==> config.mk <==
export PLATFORM = sky130hd
export DESIGN_NAME = led_p2s_sched
export DESIGN_NICKNAME = d
export VERILOG_FILES = /design/src/rtl/led_p2s_pkg.sv /design/src/rtl/led_p2s_sched_rr_arb2.sv /design/src/rtl/led_p2s_sched.sv
export SDC_FILE = /design/constraint.sdc
export NUM_CORES = 1
export LEC_CHECK = 0
export ABC_AREA = 1
export BUFFER_PORTS_ARGS = -buffer_cell sky130_fd_sc_hd__buf_2
export CORE_MARGIN = 3
export CORE_UTILIZATION = 47
export CTS_BUF_LIST = sky130_fd_sc_hd__clkbuf_8
export CTS_CLUSTER_SIZE = 16
export DETAILED_ROUTE_END_ITERATION = 8
export GPL_ROUTABILITY_DRIVEN = 1
export PLACE_DENSITY = 0.82
export SYNTH_ARGS = -nofsm -noshare
export SYNTH_HDL_FRONTEND = slang
export SYNTH_SLANG_ARGS = --single-unit
==> constraint.sdc <==
create_clock -name clk -period 1.3 [get_ports clk]
set_input_delay 0.065 -clock clk [delete_from_list [all_inputs] [get_ports clk]]
set_output_delay 0.065 -clock clk [all_outputs]
set_load 0.01 [all_outputs]
==> src/rtl/led_p2s_pkg.sv <==
`default_nettype none
// ============================================================================
// Module      : led_p2s_pkg
// Description : Shared definitions for the LED parallel-to-serial scheduler:
//               default frame width, controller state encoding and a helper
//               that sizes down-counters from their cycle count.
// Ports       : none (package)
// Revision    : 1.0 - initial release
// ============================================================================
package led_p2s_pkg;

   localparam int LED_W = 16;

   typedef enum logic [1:0] {
      IDLE  = 2'd0,
      START = 2'd1,
      WAIT  = 2'd2,
      GAP   = 2'd3
   } state_e;

   // Bits needed to hold the values 0 .. n_vals-1 (never less than one bit).
   function automatic int cnt_w(input int n_vals);
      return (n_vals < 2) ? 1 : $clog2(n_vals);
   endfunction

endpackage
`default_nettype wire

==> src/rtl/led_p2s_sched_rr_arb2.sv <==
`default_nettype none
// ============================================================================
// Module      : rr_arb2
// Description : Two-way round-robin arbiter. The grant is combinational from
//               the request vector; the priority pointer moves to the side
//               that did not win whenever advance_i is high and a grant is
//               issued.
// Ports       : clk       - system clock
//               rst_n     - asynchronous active-low reset (pointer -> 0)
//               req_i     - request vector {req1, req0}
//               advance_i - commit the current grant and rotate priority
//               grant_o   - one-hot grant (all zero when nothing requested)
// Revision    : 1.0 - initial release
// ============================================================================
module rr_arb2 (
   input  logic       clk,
   input  logic       rst_n,
   input  logic [1:0] req_i,
   input  logic       advance_i,
   output logic [1:0] grant_o
);

   logic ptr_q;
   logic ptr_d;

   // A lone requester always wins; a tie goes to the side the pointer names.
   always_comb begin
      grant_o = req_i;
      if (req_i == 2'b11) begin
         grant_o = ptr_q ? 2'b10 : 2'b01;
      end
   end

   // After a win, the loser side gets priority: winner 0 -> ptr 1, winner 1 -> ptr 0.
   assign ptr_d = (advance_i && (req_i != 2'b00)) ? grant_o[0] : ptr_q;

   always_ff @(posedge clk or negedge rst_n) begin
      if (!rst_n) begin
         ptr_q <= 1'b0;
      end else begin
         ptr_q <= ptr_d;
      end
   end

endmodule
`default_nettype wire

==> src/rtl/led_p2s_sched.sv <==
`default_nettype none
// ============================================================================
// Module      : led_p2s_sched
// Description : Sequencer for a 16-bit LED parallel-to-serial shifter.
//               Arbitrates two requesters round-robin, issues a one-cycle
//               start with the latched frame, waits for finish, holds an
//               inter-frame gap and periodically re-sends the last frame.
//               Optional WAIT timeout: define LED_SCHED_TIMEOUT_EN.
// Ports       : clk, rst_n           - clock, async active-low reset
//               req0/data0/gnt0      - requester 0 (level req, grant pulse)
//               req1/data1/gnt1      - requester 1
//               p2s_start/p2s_data   - start pulse and held frame to shifter
//               p2s_finish           - shifter done
//               led_clr_n            - LED chain clear (low during reset)
//               busy                 - state is START, WAIT or GAP
//               err                  - sticky WAIT timeout flag
// Revision    : 1.0 - initial release
// ============================================================================
module led_p2s_sched #(
   parameter int LED_W       = led_p2s_pkg::LED_W,
   parameter int REFRESH_CYC = 1000,
   parameter int GAP_CYC     = 4,
   parameter int TIMEOUT_CYC = 64
) (
   input  logic             clk,
   input  logic             rst_n,
   input  logic             req0,
   input  logic [LED_W-1:0] data0,
   output logic             gnt0,
   input  logic             req1,
   input  logic [LED_W-1:0] data1,
   output logic             gnt1,
   output logic             p2s_start,
   output logic [LED_W-1:0] p2s_data,
   input  logic             p2s_finish,
   output logic             led_clr_n,
   output logic             busy,
   output logic             err
);

   import led_p2s_pkg::*;

   localparam int REF_W = cnt_w(REFRESH_CYC);
   localparam int GAP_W = cnt_w(GAP_CYC);

   // Parameter sanity, caught at elaboration.
   if (REFRESH_CYC < 2) begin : g_bad_refresh
      $error("REFRESH_CYC must be at least 2");
   end
   if (GAP_CYC < 1) begin : g_bad_gap
      $error("GAP_CYC must be at least 1");
   end
   if (TIMEOUT_CYC < 1) begin : g_bad_timeout
      $error("TIMEOUT_CYC must be at least 1");
   end

   state_e             state_q;
   logic [REF_W-1:0]   refresh_q;
   logic [GAP_W-1:0]   gap_q;
   logic [LED_W-1:0]   data_q;
   logic               have_last_q;
   logic               gnt0_q;
   logic               gnt1_q;
   logic               start_q;
   logic               clr_n_q;
   logic               busy_q;

   logic [1:0]         req_vec;
   logic [1:0]         arb_grant;
   logic               arb_adv;

   assign req_vec = {req1, req0};
   // The pointer only rotates when IDLE actually hands out a grant.
   assign arb_adv = (state_q == IDLE);

   rr_arb2 u_arb (
      .clk       (clk),
      .rst_n     (rst_n),
      .req_i     (req_vec),
      .advance_i (arb_adv),
      .grant_o   (arb_grant)
   );

`ifdef LED_SCHED_TIMEOUT_EN
   localparam int TMO_W = cnt_w(TIMEOUT_CYC);
   logic [TMO_W-1:0] wait_q;
   logic             err_q;
   logic             tmo_hit;

   // True in the last permitted WAIT cycle.
   assign tmo_hit = (wait_q == TMO_W'(TIMEOUT_CYC - 1));
   assign err     = err_q;
`else
   assign err = 1'b0;
`endif

   always_ff @(posedge clk or negedge rst_n) begin
      if (!rst_n) begin
         state_q     <= IDLE;
         refresh_q   <= REF_W'(REFRESH_CYC - 1);
         gap_q       <= '0;
         data_q      <= '0;
         have_last_q <= 1'b0;
         gnt0_q      <= 1'b0;
         gnt1_q      <= 1'b0;
         start_q     <= 1'b0;
         clr_n_q     <= 1'b0;
         busy_q      <= 1'b0;
`ifdef LED_SCHED_TIMEOUT_EN
         wait_q      <= '0;
         err_q       <= 1'b0;
`endif
      end else begin
         clr_n_q <= 1'b1;
         start_q <= 1'b0;
         gnt0_q  <= 1'b0;
         gnt1_q  <= 1'b0;
         if (refresh_q != '0) begin
            refresh_q <= refresh_q - 1'b1;
         end

         case (state_q)
            IDLE: begin
               if (arb_grant != 2'b00) begin
                  data_q      <= arb_grant[1] ? data1 : data0;
                  gnt0_q      <= arb_grant[0];
                  gnt1_q      <= arb_grant[1];
                  have_last_q <= 1'b1;
                  start_q     <= 1'b1;
                  busy_q      <= 1'b1;
                  refresh_q   <= REF_W'(REFRESH_CYC - 1);
                  state_q     <= START;
               end else if ((refresh_q == '0) && have_last_q) begin
                  // Auto-resend: frame register keeps the last pattern.
                  start_q     <= 1'b1;
                  busy_q      <= 1'b1;
                  refresh_q   <= REF_W'(REFRESH_CYC - 1);
                  state_q     <= START;
               end
            end

            START: begin
               // A finish seen here belongs to no frame of ours; ignore it.
               state_q <= WAIT;
`ifdef LED_SCHED_TIMEOUT_EN
               wait_q  <= '0;
`endif
            end

            WAIT: begin
               if (p2s_finish) begin
                  gap_q   <= '0;
                  state_q <= GAP;
               end
`ifdef LED_SCHED_TIMEOUT_EN
               else if (tmo_hit) begin
                  err_q   <= 1'b1;
                  gap_q   <= '0;
                  state_q <= GAP;
               end else begin
                  wait_q  <= wait_q + 1'b1;
               end
`endif
            end

            GAP: begin
               if (gap_q == GAP_W'(GAP_CYC - 1)) begin
                  busy_q  <= 1'b0;
                  state_q <= IDLE;
               end else begin
                  gap_q   <= gap_q + 1'b1;
               end
            end

            default: begin
               busy_q  <= 1'b0;
               state_q <= IDLE;
            end
         endcase
      end
   end

   assign gnt0      = gnt0_q;
   assign gnt1      = gnt1_q;
   assign p2s_start = start_q;
   assign p2s_data  = data_q;
   assign led_clr_n = clr_n_q;
   assign busy      = busy_q;

endmodule
`default_nettype wire

# After elaboration in Yosys (flattened, before gate mapping)
# Index checks and enable logic that the tools add are counted.
[totals]
word_cells = 61
inputBits = 37
register_bits = 37
rom_bits = 0
memories = 0
ramBits = 0
latchBits = 0
[op_classes]
bitwise_logic = 0
reduce_logical = 13
div = 0
n_eq_ne = 9
n_addsub = 2
magnitude_cmp = 0
n_mul = 0
shift = 0
mux = 26
[op_table]
columns = ["op", "count"]
rows = [
  ["2-to-1 mux 10 bit", 4],
  ["2-to-1 mux 16 bit", 1],
  ["2-to-1 mux 2 bit", 8],
  ["zero test 10 bit", 1],
  ["2-to-1 mux 1 bit", 10],
  ["nonzero test 10 bit", 1],
  ["subtractor 10 x 1 -> 10 bit, second input constant", 1],
  ["AND reduction 3 bit", 3],
  ["== test 2 bit, second input constant", 4],
  ["case mux 2 bit (4 select lines)", 1],
  ["nonzero test 2 bit", 4],
  ["inequality test 2 bit, second input constant", 3],
  ["case mux 2 bit (2 select lines)", 1],
  ["inequality test 3 bit, second input constant", 1],
  ["adder 2 x 1 -> 2 bit, second input constant", 1],
  ["== test 2 x 1 -> 1 bit, second input constant", 1],
  ["logical AND 1 bit", 2],
  ["zero test 2 bit", 1],
  ["case mux 1 bit (2 select lines)", 1],
  ["AND reduction 2 bit", 1],
]

# Depth between registers and ports, before layout
[depth]
word_depth = 5
ltp_mapped = 9

# Modules after synthesis
# Synthesis repeated with hierarchy kept, for this count alone.
[unflattened]
hier_cells = 248
hier_area_um2 = 1920.6
[modules_own_cells]
columns = ["mod", "n_inst", "seq_area_each_um2", "area_each_um2", "cells_each"]
rows = [
  ["led_p2s_sched", 1, 910.9, 1860.5, 240],
  ["rr_arb2", 1, 25.0, 60.1, 8],
]

# Least setup slack after synthesis
# OpenSTA, ideal clock, no wires.
[synth_timing]
kind = "register to register"
startpoint = "reg refresh_q[0]"
endpoint = "reg refresh_q[9]"
setup_slack_ps = -166
path_buffers = 0
arrival_time_ps = 1391
path_stages_with_launch = 7
period_less_slack_ps = 1466
setup_ps = 75
cell_sequence = "dfstp_2 inv_1 ha_1 nand2_1 inv_1 or2_2 o211ai_2"
[synth_between]
elab_chain_len = 5
word_cells_on_any_way = 8
classes_between = "add/sub (1); mux (4); reduce/logical (3)"
[synth_lines]
columns = ["item", "line", "rtl"]
rows = [
  ["start, declared", "led_p2s_sched.sv:58", "logic [REF_W-1:0] refresh_q;"],
  ["start signal, assigned", "led_p2s_sched.sv:100", "refresh_q <= REF_W'(REFRESH_CYC - 1);"],
  ["start signal, assigned", "led_p2s_sched.sv:119", "refresh_q <= refresh_q - 1'b1;"],
  ["start signal, assigned", "led_p2s_sched.sv:131", "refresh_q <= REF_W'(REFRESH_CYC - 1);"],
  ["subtractor 10 x 1 -> 10 bit (tied with other cells)", "led_p2s_sched.sv:119", ""],
  ["2-to-1 mux 10 bit / logical AND 1 bit (equally long branches)", "led_p2s_sched.sv:118, led_p2s_sched.sv:133", ""],
  ["2-to-1 mux 10 bit", "led_p2s_sched.sv:133", "end else if ((refresh_q == '0) && have_last_q) begin"],
  ["2-to-1 mux 10 bit", "led_p2s_sched.sv:124", "if (arb_grant != 2'b00) begin"],
  ["2-to-1 mux 10 bit *", "led_p2s_sched.sv:122", "case (state_q)"],
]
# Every way passes the cells marked *; elsewhere a longest branch is shown, timed or not.
# A chain may end at the register's enable or synchronous reset.

# Final worst setup path
[layout_timing]
startpoint = "reg refresh_q[0]"
endpoint = "reg refresh_q[4]"
# The elaborated chain is that of the path after synthesis.

==> results.txt <==
Clock buffer depth = 2
Area growth from synthesis to layout = 52.21%
Die X = 69.11 um
RSZ-0062 raised after global routing = true
Post-route ant nets = 0
First-pass GRT wire length = 7.679 mm
Remaining Overflow, GRT = 0
Post-DP HPWL = 3.051 mm
Routed vias = 1810
Failing checks = negative setup slack
Leading post-synthesis cells by cell area = dfrtp_1 39%, dfstp_2 11%, nand2_1 8.0%, a21oi_1 5.9%, nor2_1 5.4%
Share of the synthesized area in the top cell type = 38.77%
DIE HEIGHT = 69.11 um
H-tree levels = 2
Via density = 5.186
Worst Setup Start Kind = register
Register area share after synthesis = 50.00%
Clk pwr share = 18.1%
Average size of a mapped cell = 8.829 um2
Most common cell in the netlist = nand2_1
Final wirelength = 5.078 mm
Max Transition Viols Final = 0
Fraction of layout instances using a drive strength above 1 = 57.14%
Synth Net Count = 254
Worst min path class = in -> reg
CP arrival = 1.61 ns
Min cycle time layout = 1.388 ns
CTS tree = yes
Worst Skew = 0.006652 ns
Synth Cell Area = 0.001872 mm2
FP Rows = 22
Placed Cells = 334
Outcome = finished with violations
Max cap viols = 0
Hold Vio Cnt, Final = 0
Core region area = 0.003744 mm2
Internal power = 0.004011 W
Synth top cells by count = 40 x nand2_1, 29 x dfrtp_1, 27 x nor2_1
Critical path type = reg -> reg
Crit Path Max Fanout = 5
# DRC = 0
PwrDens = 2286 mW/mm2
Tcrit/Tclk final = 106.8%
Largest net degree at the start of global routing = 38
Syn Inst Count = 212
Synth warn = 0
Reg clk slew, reported paths = 0.08 ns
Non-Filler Instances = 349
Max Freq = 0.7202 GHz
Post-synth ARST share = 100.0%
Lkg Pwr = 1.345 nW
Final setup margin = -0.08844 ns
NetSw = 0.002501 W
Peak supply drop = 1.327 mV
Switching share of total power = 38.41%
Initial antenna violation count = 0
Critical Path RT = 1.52 ns
Root Driver = clkbuf_8
Io pins = 59
Final net count = 342
Post-synth cell types = 32
Initial Utilization = 50.00%
Pre-CTS setup slack = -0.08560 ns
Final setup viols = 28
Cell taking the most area after synthesis = dfrtp_1
Tot GR Track Use = 19.41%
Setup_tns = -0.9207 ns
DIE AREA = 0.004776 mm2
Vias in the first global route = 1707
DR WL/cell = 14.55 um
Placer Congestion = 0.9082
Sink Count = 37
Clk Latency, worst-skew pair = 0.29 ns
# port buffers = 57
DR pass1 iterations = 4
Combinational Power Share = 52.4%
Drt initial violations = 120
N_diodes = 0
Register-to-register setup slack = -0.09 ns
Clock buffer count from CTS = 5
Post-synth EDFFs = 0
CP endpoint kind = register
#FFs+latches synth = 37
Synth Flop Type = dfrtp_1
Reg power frac = 29.5%
-- final timing paths --
kind,cells past startpoint,start,endpoint
setup / recovery,9,refresh_q[0],refresh_q[4]
max in group asynchronous,3,rst_n,refresh_q[1]
setup reg to reg,9,refresh_q[0],refresh_q[4]
hold reg to reg,2,busy,busy
hold / removal,3,data1[6],p2s_data[6]
min in group asynchronous,3,rst_n,p2s_data[3]
-- per-stage QoR --
stage	instance area [um2]	hold WS [ns]	power, W	utilization [%]
finish	2849	0.002371	0.006512	76.10
global route	2849	0.02826	0.006950	76.10
CTS	2601	0.01366	0.005942	69.49
detailed placement	2406	0.1298	0.004641	64.27
global placement	2406	0.1297	0.004558	64.27
floorplan	1912	-0.2306	0.003574	-
-- routing by layer --
layer	GRT usage [%]	up-vias	wire (um)
li1	-	875	-
met4	4.772	0	144
met5	0	-	0
met1	25.92	863	2156
met3	4.810	15	264
met2	31.67	57	2512
-- sequential cells by signal (all words and copies together), names as in the netlist --
name and flops:
state_q 2, gap_q 2, busy 1, have_last_q 1, gnt0 1, p2s_data 16
p2s_start 1, led_clr_n 1, refresh_q 10, gnt1 1, u_arb.ptr_q 1
-- critical path, stage by stage (launching register included) --
cell and delay [ns]:
dfstp_2 0.55, inv_2 0.05, ha_4 0.16, nand2_4 0.09
nor2_4 0.06, nand3_4 0.08, nand2_4 0.08, nand2_4 0.11
inv_2 0.04, nor2_1 0.08
-- layout by cell type, fill, tap and decap left out, types with 4 or more instances in the layout --
master / count
a21oi_1: 8
a21oi_2: 18
a21oi_4: 6
buf_2: 57
buf_4: 24
clkbuf_8: 5
dfrtp_1: 29
dfstp_2: 8
inv_1: 8
inv_2: 8
nand2_1: 35
nand2_4: 6
nand3_1: 6
nand3_2: 4
nand4_1: 5
nor2_1: 23
nor2_2: 4
-- repair_timing --
action                                  in CTS  in global routing
cloned                                       1                  1
pin swaps                                    5                 12
hold buffers                                 1                  0
endpoints found under the setup margin      32                 33
gates resized for setup                      8                 45
endpoints found under the hold margin       29                  0
buffers inserted                             1                  3
-- kinds of logic after synthesis --
family	synth area share [%]
and+or+nand+nor	23.80
buffers and inverters	6.016
adders and majority gates	3.342
other	0.4012
xor gates and xnor gates	0.9360
AOI/OAI and AO/OA	15.51
DFF	50.00
-- power groups by stage --
stage / combinational (W) / sequential (W) / clock (W)
final: 0.00341 / 0.00192 / 0.00118
after global routing: 0.00374 / 0.00197 / 0.00124
after CTS: 0.00285 / 0.00190 / 0.00119
after detailed placement: 0.00273 / 0.00191 / 0
after global placement: 0.00265 / 0.00190 / 0
after floorplan: 0.00150 / 0.00208 / 0
-- layout make-up --
cell class | count | area (um2)
fillers | 240 | 894.6
inverters | 19 | 78.83
well taps | 48 | 60.06
clock buffers | 5 | 68.82
multi-input cells | 152 | 1100
repair buffers | 85 | 540.5
flip-flops and latches | 37 | 935.9
clock inverters | 3 | 65.06
Power figures use the tool's default switching activity.
